`src/rtl/div_iter.sv`:
```
// div_iter: 32-bit iterative restoring divider, signed/unsigned, 35-cycle latency with flush.
module div_iter (
    input  logic        clk,
    input  logic        resetn,
    input  logic        div_valid,
    output logic        div_ready,
    input  logic        div_signed,
    input  logic [31:0] x,
    input  logic [31:0] y,
    input  logic        flush,
    output logic        res_valid,
    input  logic        res_ready,
    output logic [31:0] s,
    output logic [31:0] r
);
    typedef enum logic [2:0] {IDLE, PREP, ITER, FIX, DONE} state_t;
    state_t      state;
    logic [5:0]  cnt;
    logic [31:0] xo, yo, ay, qd, rem, q_fix, r_fix;
    logic        sg, sign_q, sign_r, yz;
    logic [32:0] trial;
    // trial subtract of the shifted partial remainder and sign fix-up of the final values
    always_comb begin
        trial = {rem, qd[31]} - {1'b0, ay};
        q_fix = sign_q ? -qd : qd;
        r_fix = sign_r ? -rem : rem;
    end
    // control FSM and datapath; qd holds the remaining dividend bits and collects quotient bits from the LSB
    always_ff @(posedge clk) begin
        if (!resetn) begin
            state     <= IDLE;
            div_ready <= 1'b1;
            res_valid <= 1'b0;
            s         <= '0;
            r         <= '0;
            cnt       <= '0;
            xo        <= '0;
            yo        <= '0;
            ay        <= '0;
            qd        <= '0;
            rem       <= '0;
            sg        <= 1'b0;
            sign_q    <= 1'b0;
            sign_r    <= 1'b0;
            yz        <= 1'b0;
        end else if (flush) begin
            state     <= IDLE;
            div_ready <= 1'b1;
            res_valid <= 1'b0;
            cnt       <= '0;
        end else begin
            case (state)
                IDLE: if (div_valid) begin
                    xo        <= x;
                    yo        <= y;
                    sg        <= div_signed;
                    div_ready <= 1'b0;
                    state     <= PREP;
                end
                PREP: begin
                    qd     <= (sg && xo[31]) ? -xo : xo;
                    ay     <= (sg && yo[31]) ? -yo : yo;
                    sign_q <= sg & (xo[31] ^ yo[31]);
                    sign_r <= sg & xo[31];
                    yz     <= yo == '0;
                    rem    <= '0;
                    cnt    <= '0;
                    state  <= ITER;
                end
                ITER: begin
                    rem   <= trial[32] ? {rem[30:0], qd[31]} : trial[31:0];
                    qd    <= {qd[30:0], ~trial[32]};
                    cnt   <= (cnt == 6'd31) ? 6'd0 : cnt + 6'd1;
                    state <= (cnt == 6'd31) ? FIX : ITER;
                end
                FIX: begin
                    s     <= yz ? 32'hFFFF_FFFF : q_fix;
                    r     <= yz ? xo : r_fix;
                    state <= DONE;
                end
                DONE: if (!res_valid) begin
                    res_valid <= 1'b1;
                end else if (res_ready) begin
                    res_valid <= 1'b0;
                    div_ready <= 1'b1;
                    state     <= IDLE;
                end
                default: state <= IDLE;
            endcase
        end
    end
endmodule

```
`config.mk`:
```
export PLATFORM = sky130hd
export DESIGN_NAME = div_iter
export DESIGN_NICKNAME = d
export VERILOG_FILES = /design/src/rtl/div_iter.sv
export SDC_FILE = /design/constraint.sdc
export NUM_CORES = 1
export LEC_CHECK = 0
export ABC_CLOCK_PERIOD_IN_PS = 4700
export CAP_MARGIN = 25
export CORE_UTILIZATION = 55
export CTS_CLUSTER_DIAMETER = 40
export DETAILED_ROUTE_END_ITERATION = 6
export GPL_ROUTABILITY_DRIVEN = 1
export HOLD_SLACK_MARGIN = 0.15
export MAX_ROUTING_LAYER = met4
export PLACE_DENSITY = 0.77
export SLEW_MARGIN = 0
export SYNTH_ARGS = -nofsm -noshare
export SYNTH_HDL_FRONTEND = slang
export SYNTH_SLANG_ARGS = --single-unit
```
`constraint.sdc`:
```
create_clock -name clk -period 4.7 [get_ports clk]
set_input_delay 0.47 -clock clk [delete_from_list [all_inputs] [get_ports clk]]
set_output_delay 0.47 -clock clk [all_outputs]
set_load 0.01 [all_outputs]
```
* After elaboration in Yosys (flattened, before gate mapping)
Index checks and enable logic that the tools add are counted.
Storage, ports and cells: bits in registers 239, bits of input ports 70, output and inout port bits 66, logic and storage cells 70
Cells by class: add/subtract/negate cells 6, equal/unequal tests 8, muxes and demuxes 22, bitwise logic cells 6, reductions and logical operators 13
Operators with widths (number):
- 2-to-1 mux 32 bit | 7
- negation 32 bit | 4
- case mux 32 bit (2 select lines) | 2
- subtractor 33 x 32 -> 33 bit | 1
- logical NOT 32 bit | 1
- case mux 3 bit (5 select lines) | 1
- case mux 6 bit (2 select lines) | 1
- 2-to-1 mux 3 bit | 3
- adder 6 x 1 -> 6 bit (second input constant) | 1
- == test 3 x 2 -> 1 bit (second input constant) | 2
- == test 6 x 5 -> 1 bit (second input constant) | 1
- 2-to-1 mux 1 bit | 6
- 2-to-1 mux 6 bit | 1
- inequality test 2 bit (second input constant) | 3
- AND reduction 2 bit | 3
- AND reduction 3 bit | 2
- AND reduction 4 bit | 1
- nonzero test 2 bit | 2
- == test 3 x 1 -> 1 bit (second input constant) | 1
- == test 3 bit (second input constant) | 1
- logical NOT 3 bit | 1
- NOT 1 bit | 3
- bitwise AND 1 bit | 2
- logical AND 1 bit | 2
- 3 further kinds | 3

* Depth between registers and ports, before layout
Gate-level depths: netlist of run 1.
depth after elaboration 3, gate-level depth with buffers 13, gate-level depth less buffers 12

* Least setup slack after synthesis of run 1
OpenSTA, ideal clock, no wires.
path type reg-to-reg, start reg qd[31], end reg rem[23], library setup time 116 ps, data arrival time 3211 ps, required time 4584 ps, slack 1373 ps, cell stages (with the launch flop) 14, buffers on the path 1, clock period less this slack 3327 ps, cells stage by stage dfxtp_1 > inv_1 > ha_1 > fa_1 > nand2b_1 > a21o_1 > a21oi_1 > a211oi_1 > or2_1 > o22ai_1 > xor2_1 > clkbuf_1 > o21ai_0 > a31o_2
Between the ends: longest elaborated chain between the ends 3
Ends and longest elaborated chain:
- from (decl) | RTL line 19 | logic [31:0] xo, yo, ay, qd, rem, q_fix, r_fix;
- from (signal assigned) | RTL line 61 | qd <= (sg && xo[31]) ? -xo : xo;
- from (signal assigned) | RTL line 72 | qd <= {qd[30:0], ~trial[32]};
- subtractor 33 x 32 -> 33 bit | RTL line 24 | trial = {rem, qd[31]} - {1'b0, ay};
- 2-to-1 mux 32 bit | RTL line 71 | rem <= trial[32] ? {rem[30:0], qd[31]} : trial[31:0];
- case mux 32 bit (2 select lines) | RTL line 52 | case (state)
- to (signal assigned) | RTL line 71
- to (decl) | RTL line 19
No other way between the ends. A chain may end at the register's enable or synchronous reset.

* Worst setup path after layout of run 1
start reg qd[31], end reg rem[15]
The elaborated chain is that of the path after synthesis.

==> metrics.yaml, run 1 <==
outcome: "finished, violations left"
failed_checks: "DRC"
sw_frac_of_total_pct: 26.3
finalMaxSlewViolations: 0
cts.reportedPaths.clkPinSlew_ns: 0.05
num_rows: 56
endpoint_kind: "register"
grt_antenna_before_repair: 0
async_s_r_ff_share_synth_pct: 0
vdd_drop_max_v: 0.000259
seqPwrFrac_pct: 37.0
fin_nets: 1953
design_power_total_mw: 5.77
power_switching_mw: 1.52
leakagePower_nw: 6.21
timing.critical_path.buf_inv: 2
worstPathCellList: "inv_1, ha_1, fa_1, nand2b_1, a21o_1, a21oi_1, a211oi_1, or2_1, o22ai_1, xor2_4, buf_4, mux2i_1, o21ai_0"
first_global_vias: 11590
worst_max_slew_pin_slew_ns: 0.885
synth.top_cells.by_area: "dfxtp_1, nand2_1, a21oi_1"
synth_xor_area_share_pct: 9.57
detail_route.iter0.violations: 862
cts_buffers: 39
dieArea_sq_mm: 0.0251
number_of_antenna_violating_nets_in_the_routed_design: 0
edff_count_synth: 0
relSlewSlack_pct: 41.0
postCtsHoldBufs: 0
period_share_pct: 81.9
globalplace.congestion: 0.913
power_frac_comb_pct: 13.2
post_synthesis_sequential_area_ratio_pct: 35.6
timing.max_cap.violations: 0
final-seq-area_sq_mm: 0.00479
detailroute.via_count: 12574
hold_start: "resetn"
unrepaired_setup_endpoints_after_global_routing: "false"
timing_worst_setup_path_type: "reg -> reg"
place_hpwl_um: 25800
yosysWarnings: 0
timing.critical_path.from: "qd[31]"
finalHoldViolCount: 0
placedCellCount: 2121
clock-root-buffer: "clkbuf_16"
syn_area_sq_mm: 0.0134
cp_data_required_time_ns: 5.06
synth_compound_gate_area_share_pct: 24.1
drtPass1Iterations: 7
grt_max_degree: 119
initial_core_util_pct: 56.6
timing.final.crit_period_ns: 3.85
setup_viol: 0
syn-mean-instance-area_sq_um: 7.67
detail_route.drc_violations: 4
totalWireLength_um: 36400
grt_remaining_overflow: 0
area.growth.synth_to_final_pct: 21.6
clock-sinks: 239
synth_cells: 1753
top_level_ports: 136
synth.net_count: 1861
post_cts_buffers: 0
floorplan.die.width_um: 158
synthDistinctLibCells: 68
post_drt_wl_per_cell_um: 16.6
clock_tree_from_tritoncts: "done"
port_buffers: 135
hold_class: "in -> reg"
post_dp_cell_area_sq_mm: 0.0150
cts_max_path_buffers: 3
fp.coreArea_sq_mm: 0.0238
largest_family_of_logic_cells_by_synthesized_area: "compound AO/OA/AOI/OAI gates"
power.share.clock_pct: 49.8
synth.area.mux_share_pct: 1.80
synth_simple_gate_area_share_pct: 20.9
final.setup_skew_ns: 0.0178
design_area_sq_mm: 0.0164
critPathMaxStageDelay_ns: 0.41
setup_tns_ns: 0
worstPathArrival_ns: 4.21
timing.critical_path.fanout_max: 20
multiInputGateArea_sq_mm: 0.00811
final.fill_count: 1952
timing.rr.start: "qd[31]"
synth_largest_type_area_fraction_pct: 35.6
routed_via_density: 5.74
cellPowerDensity_mw_per_mm2: 353
cpLargestDelayFamily: "compound AO/OA/AOI/OAI gates"
drive_gt1_share_pct: 6.20
maxClockFrequency_mhz: 260
die_h_um: 158
stdcell_count: 2191
cts_htree_levels: 2
diodes: 0
worstSetupStartpointType: "register"
synth_top_area_cell: "dfxtp_1"
cts_resized: 0
clkLatencyLatePin_ns: 0.53
post_synth_fa_ha_maj_area_fraction_pct: 3.59
ys_dominant_reg_cell: "dfxtp_1"
grt_pass1_wl_um: 59500
yosys_register_bits: 239
critical-path-slowest-cell: "fa_1"
cellInternalPower_mw: 4.25
grt_usage_pct: 30.5
[power by group through the flow]
stage / combinational, mW / sequential [mW] / clock, mW
finish: 0.761 / 2.13 / 2.87
global route: 0.840 / 2.14 / 2.99
CTS: 0.753 / 2.13 / 2.90
detailed placement: 0.747 / 2.18 / 0
global placement: 0.739 / 2.17 / 0
floorplan: 0.551 / 2.15 / 0
[path summary, 6_finish.rpt]
| check | to | slack, ns | cells after the start |
|---|---|---|---|
| max | rem[15] | 0.85 | 13 |
| min | cnt[5] | 0.44 | 3 |
| max reg2reg | rem[15] | 0.85 | 13 |
| min reg2reg | div_ready | 0.46 | 1 |
[metal layers]
layer	global-route usage (%)	wire, um
met1	38.7	16100
met2	49.9	17100
met4	9.89	1050
met5	-	0
met3	4.35	2210
[cells in the final DEF (no fill, tap or decap), types with 12 or more instances in the layout]
cell type / count
a211oi_1: 45
nand3_1: 24
nor2_1: 114
nor3_1: 18
a21o_1: 17
buf_4: 17
clkbuf_16: 41
or3_1: 15
a21oi_1: 164
nor2b_1: 28
a21boi_0: 42
o31ai_1: 26
nand2_1: 329
clkdlybuf4s50_1: 134
dfxtp_1: 238
mux2i_1: 22
and3_1: 12
nand2b_1: 12
inv_1: 55
o21ai_0: 132
xor2_1: 77
ha_1: 37
o211ai_1: 14
xnor2_1: 69
[logic make-up after synthesis]
group                    after synthesis
buffers and inverters                160
XOR/XNOR                             147
multiplexers                          24
flip-flops                           239
AO/OA/AOI/OAI                        522
AND/OR/NAND/NOR                      623
adder cells (fa/ha/maj)               38
[synth_stat cells (all sizes together), types with 3 or more instances]
library cell and n:
nor2 117, nand2b 12, a31oi 10, ha 37, or2 5, a21o 17, inv 56, o21ai 140
mux2i 22, a21oi 164, clkbuf 93, and2 10, a22o 4, nand3 25, buf 11, nor3 22
nor2b 28, nor3b 8, nand4 3, a2bb2oi 4, o21a 5, or4 12, o41ai 10, or3 18
xor2 78, a221oi 3, dfxtp 239, a21boi 45, nor4 11, a211oi 45, o221ai 5, nand2 329
o211ai 14, xnor2 69, and3 12, o31ai 28, o211a 6, nand3b 6
[tightest hold or removal path, stage by stage]
cell and delay [ns]:
buf_2 0.12, nand2b_1 0.26, a21oi_1 0.06
[layout make-up]
class                      count  area share [%]
clock buffer                  45            6.42
clock inverter                23            1.61
inverter                      56            1.28
multi-input combinational   1354            49.6
sequential                   239            29.3
tap                          319            2.44
timing repair buffer         155            9.39
[registers in the layout, indices dropped and copies added (netlist names)]
register   count
sg             1
state          3
s             32
rem           32
yz             1
cnt            6
res_valid      1
yo            32
xo            32
div_ready      1
ay            32
sign_q         1
r             32
sign_r         1
qd            32
[per-stage QoR]
step           worst slack (ns)  utilization, %  hold slack (ns)
3_5_place_dp              0.887            63.2            0.444
5_1_grt                   0.563            68.9            0.469
3_3_place_gp               1.02            63.2            0.435
4_1_cts                   0.842            68.7            0.437
2_1_floorplan              1.37               -            0.432
6_report                  0.851            68.9            0.436
Power figures use the tool's default switching activity.
==> run 2: changes to the inputs <==
- ABC_CLOCK_PERIOD_IN_PS: 4700 -> 3600
- clock period: 4.7 -> 3.6 ns (I/O delays scaled with it)
==> metrics.yaml, run 2 (same netlist as run 1, synthesis figures left out) <==
setup_tns_ns: 0
detailroute.via_count: 12793
detail_route.iter0.violations: 1026
timing.critical_path.fanout_max: 29
final.setup_skew_ns: 0.0256
port_buffers: 135
timing.critical_path.buf_inv: 3
cpLargestDelayFamily: "compound AO/OA/AOI/OAI gates"
cts_htree_levels: 2
detail_route.drc_violations: 0
routed_via_density: 5.79
drtPass1Iterations: 5
cts_buffers: 37
place_hpwl_um: 26700
unrepaired_setup_endpoints_after_global_routing: "false"
vdd_drop_max_v: 0.000360
grt_pass1_wl_um: 60000
design_power_total_mw: 7.52
number_of_antenna_violating_nets_in_the_routed_design: 0
cp_data_required_time_ns: 3.97
grt_antenna_before_repair: 0
cellPowerDensity_mw_per_mm2: 455
post_cts_buffers: 0
timing_worst_setup_path_type: "reg -> reg"
fin_nets: 1973
grt_remaining_overflow: 0
relSlewSlack_pct: 39.6
num_rows: 56
design_area_sq_mm: 0.0165
fp.coreArea_sq_mm: 0.0238
grt_usage_pct: 30.8
cts.reportedPaths.clkPinSlew_ns: 0.06
placedCellCount: 2144
totalWireLength_um: 37200
top_level_ports: 136
area.growth.synth_to_final_pct: 22.9
worst_max_slew_pin_slew_ns: 0.906
outcome: "complete, no violations"
critPathMaxStageDelay_ns: 0.41
post_drt_wl_per_cell_um: 16.8
setup_viol: 0
clock-root-buffer: "clkbuf_16"
die_h_um: 158
first_global_vias: 11809
finalHoldWorstSlack_ns: 0.395
period_share_pct: 93.7
cts_max_path_buffers: 3
timing.max_cap.violations: 0
diodes: 0
post_dp_cell_area_sq_mm: 0.0152
clock_tree_from_tritoncts: "done"
hold_class: "in -> reg"
globalplace.congestion: 0.930
leakagePower_nw: 6.31
worstSetupStartpointType: "register"
endpoint_kind: "register"
finalMaxSlewViolations: 0
initial_core_util_pct: 56.6
floorplan.die.width_um: 158
layout_commonest_cell: "nand2_1"
layout_common_cells: "nand2_1, dfxtp_1, a21oi_1"
worstPathArrival_ns: 3.74
dieArea_sq_mm: 0.0251
clock-sinks: 239
stdcell_count: 2211
timing.final.crit_period_ns: 3.37
critical-path-slowest-cell: "fa_1"
maxClockFrequency_mhz: 297
drive_gt1_share_pct: 7.29
grt_max_degree: 82
worstPathCellList: "inv_1, ha_1, fa_1, nand2b_1, a21o_1, a21oi_1, a211oi_1, or2_1, o22ai_2, xor2_4, buf_12, buf_4, mux2i_1, o21ai_0"
finalHoldViolCount: 0
clkLatencyLatePin_ns: 0.52
[run 2: worst paths after layout]
| kind | from | to | slack [ns] | depth (start not counted) |
|---|---|---|---|---|
| max reg2reg | qd[31] | rem[18] | 0.23 | 14 |
| min | x[12] | xo[12] | 0.40 | 3 |
| max | qd[31] | rem[18] | 0.23 | 14 |
| min reg2reg | ay[25] | ay[25] | 0.46 | 2 |
[run 2: worst register-to-register path, cell delays in order, from the launching register on]
cell and delay (ns):
dfxtp_1 0.36, inv_1 0.10, ha_1 0.23, fa_1 0.41, nand2b_1 0.21, a21o_1 0.19, a21oi_1 0.20, a211oi_1 0.19
or2_1 0.29, o22ai_2 0.19, xor2_4 0.18, buf_12 0.22, buf_4 0.18, mux2i_1 0.22, o21ai_0 0.09
[run 2: routing by layer]
metal | wire (um) | track usage (%) | up-vias | share of wire, %
li1 | - | - | 6347 | -
met1 | 16400 | 37.8 | 5944 | 44
met2 | 17600 | 51.1 | 422 | 47
met3 | 2050 | 4.38 | 80 | 5.5
met4 | 1180 | 11.7 | 0 | 3.2
met5 | 0 | - | - | 0
[run 2: area by class of cell]
| cell class | count | area [sq um] |
|---|---|---|
| Clock buffer | 46 | 1040 |
| Clock inverter | 20 | 254 |
| Fill cell | 1937 | 7220 |
| Inverter | 56 | 210 |
| Multi-Input combinational cell | 1354 | 8120 |
| Sequential cell | 239 | 4790 |
| Tap cell | 319 | 399 |
| Timing Repair Buffer | 177 | 1720 |
[run 2: power by group]
part           total [mW]  internal [mW]  switching (mW)
Sequential           2.78           2.71          0.0747
Combinational        1.06          0.480           0.582
Clock                3.68           2.36            1.32
Total                7.52           5.55            1.97
[run 2: stage by stage]
stage          setup slack (ns)  utilization [%]
6_report                  0.228             69.6
5_1_grt                 0.00995             69.6
4_1_cts                   0.123             69.4
3_5_place_dp              0.166             64.0
2_1_floorplan             0.273                -
3_3_place_gp              0.228             64.0
[run 2: timing repair]
action | 4_1_cts | 5_1_grt
gates resized for setup | 0 | 1
hold buffers | 0 | 0
setup endpoints to repair | 0 | 11
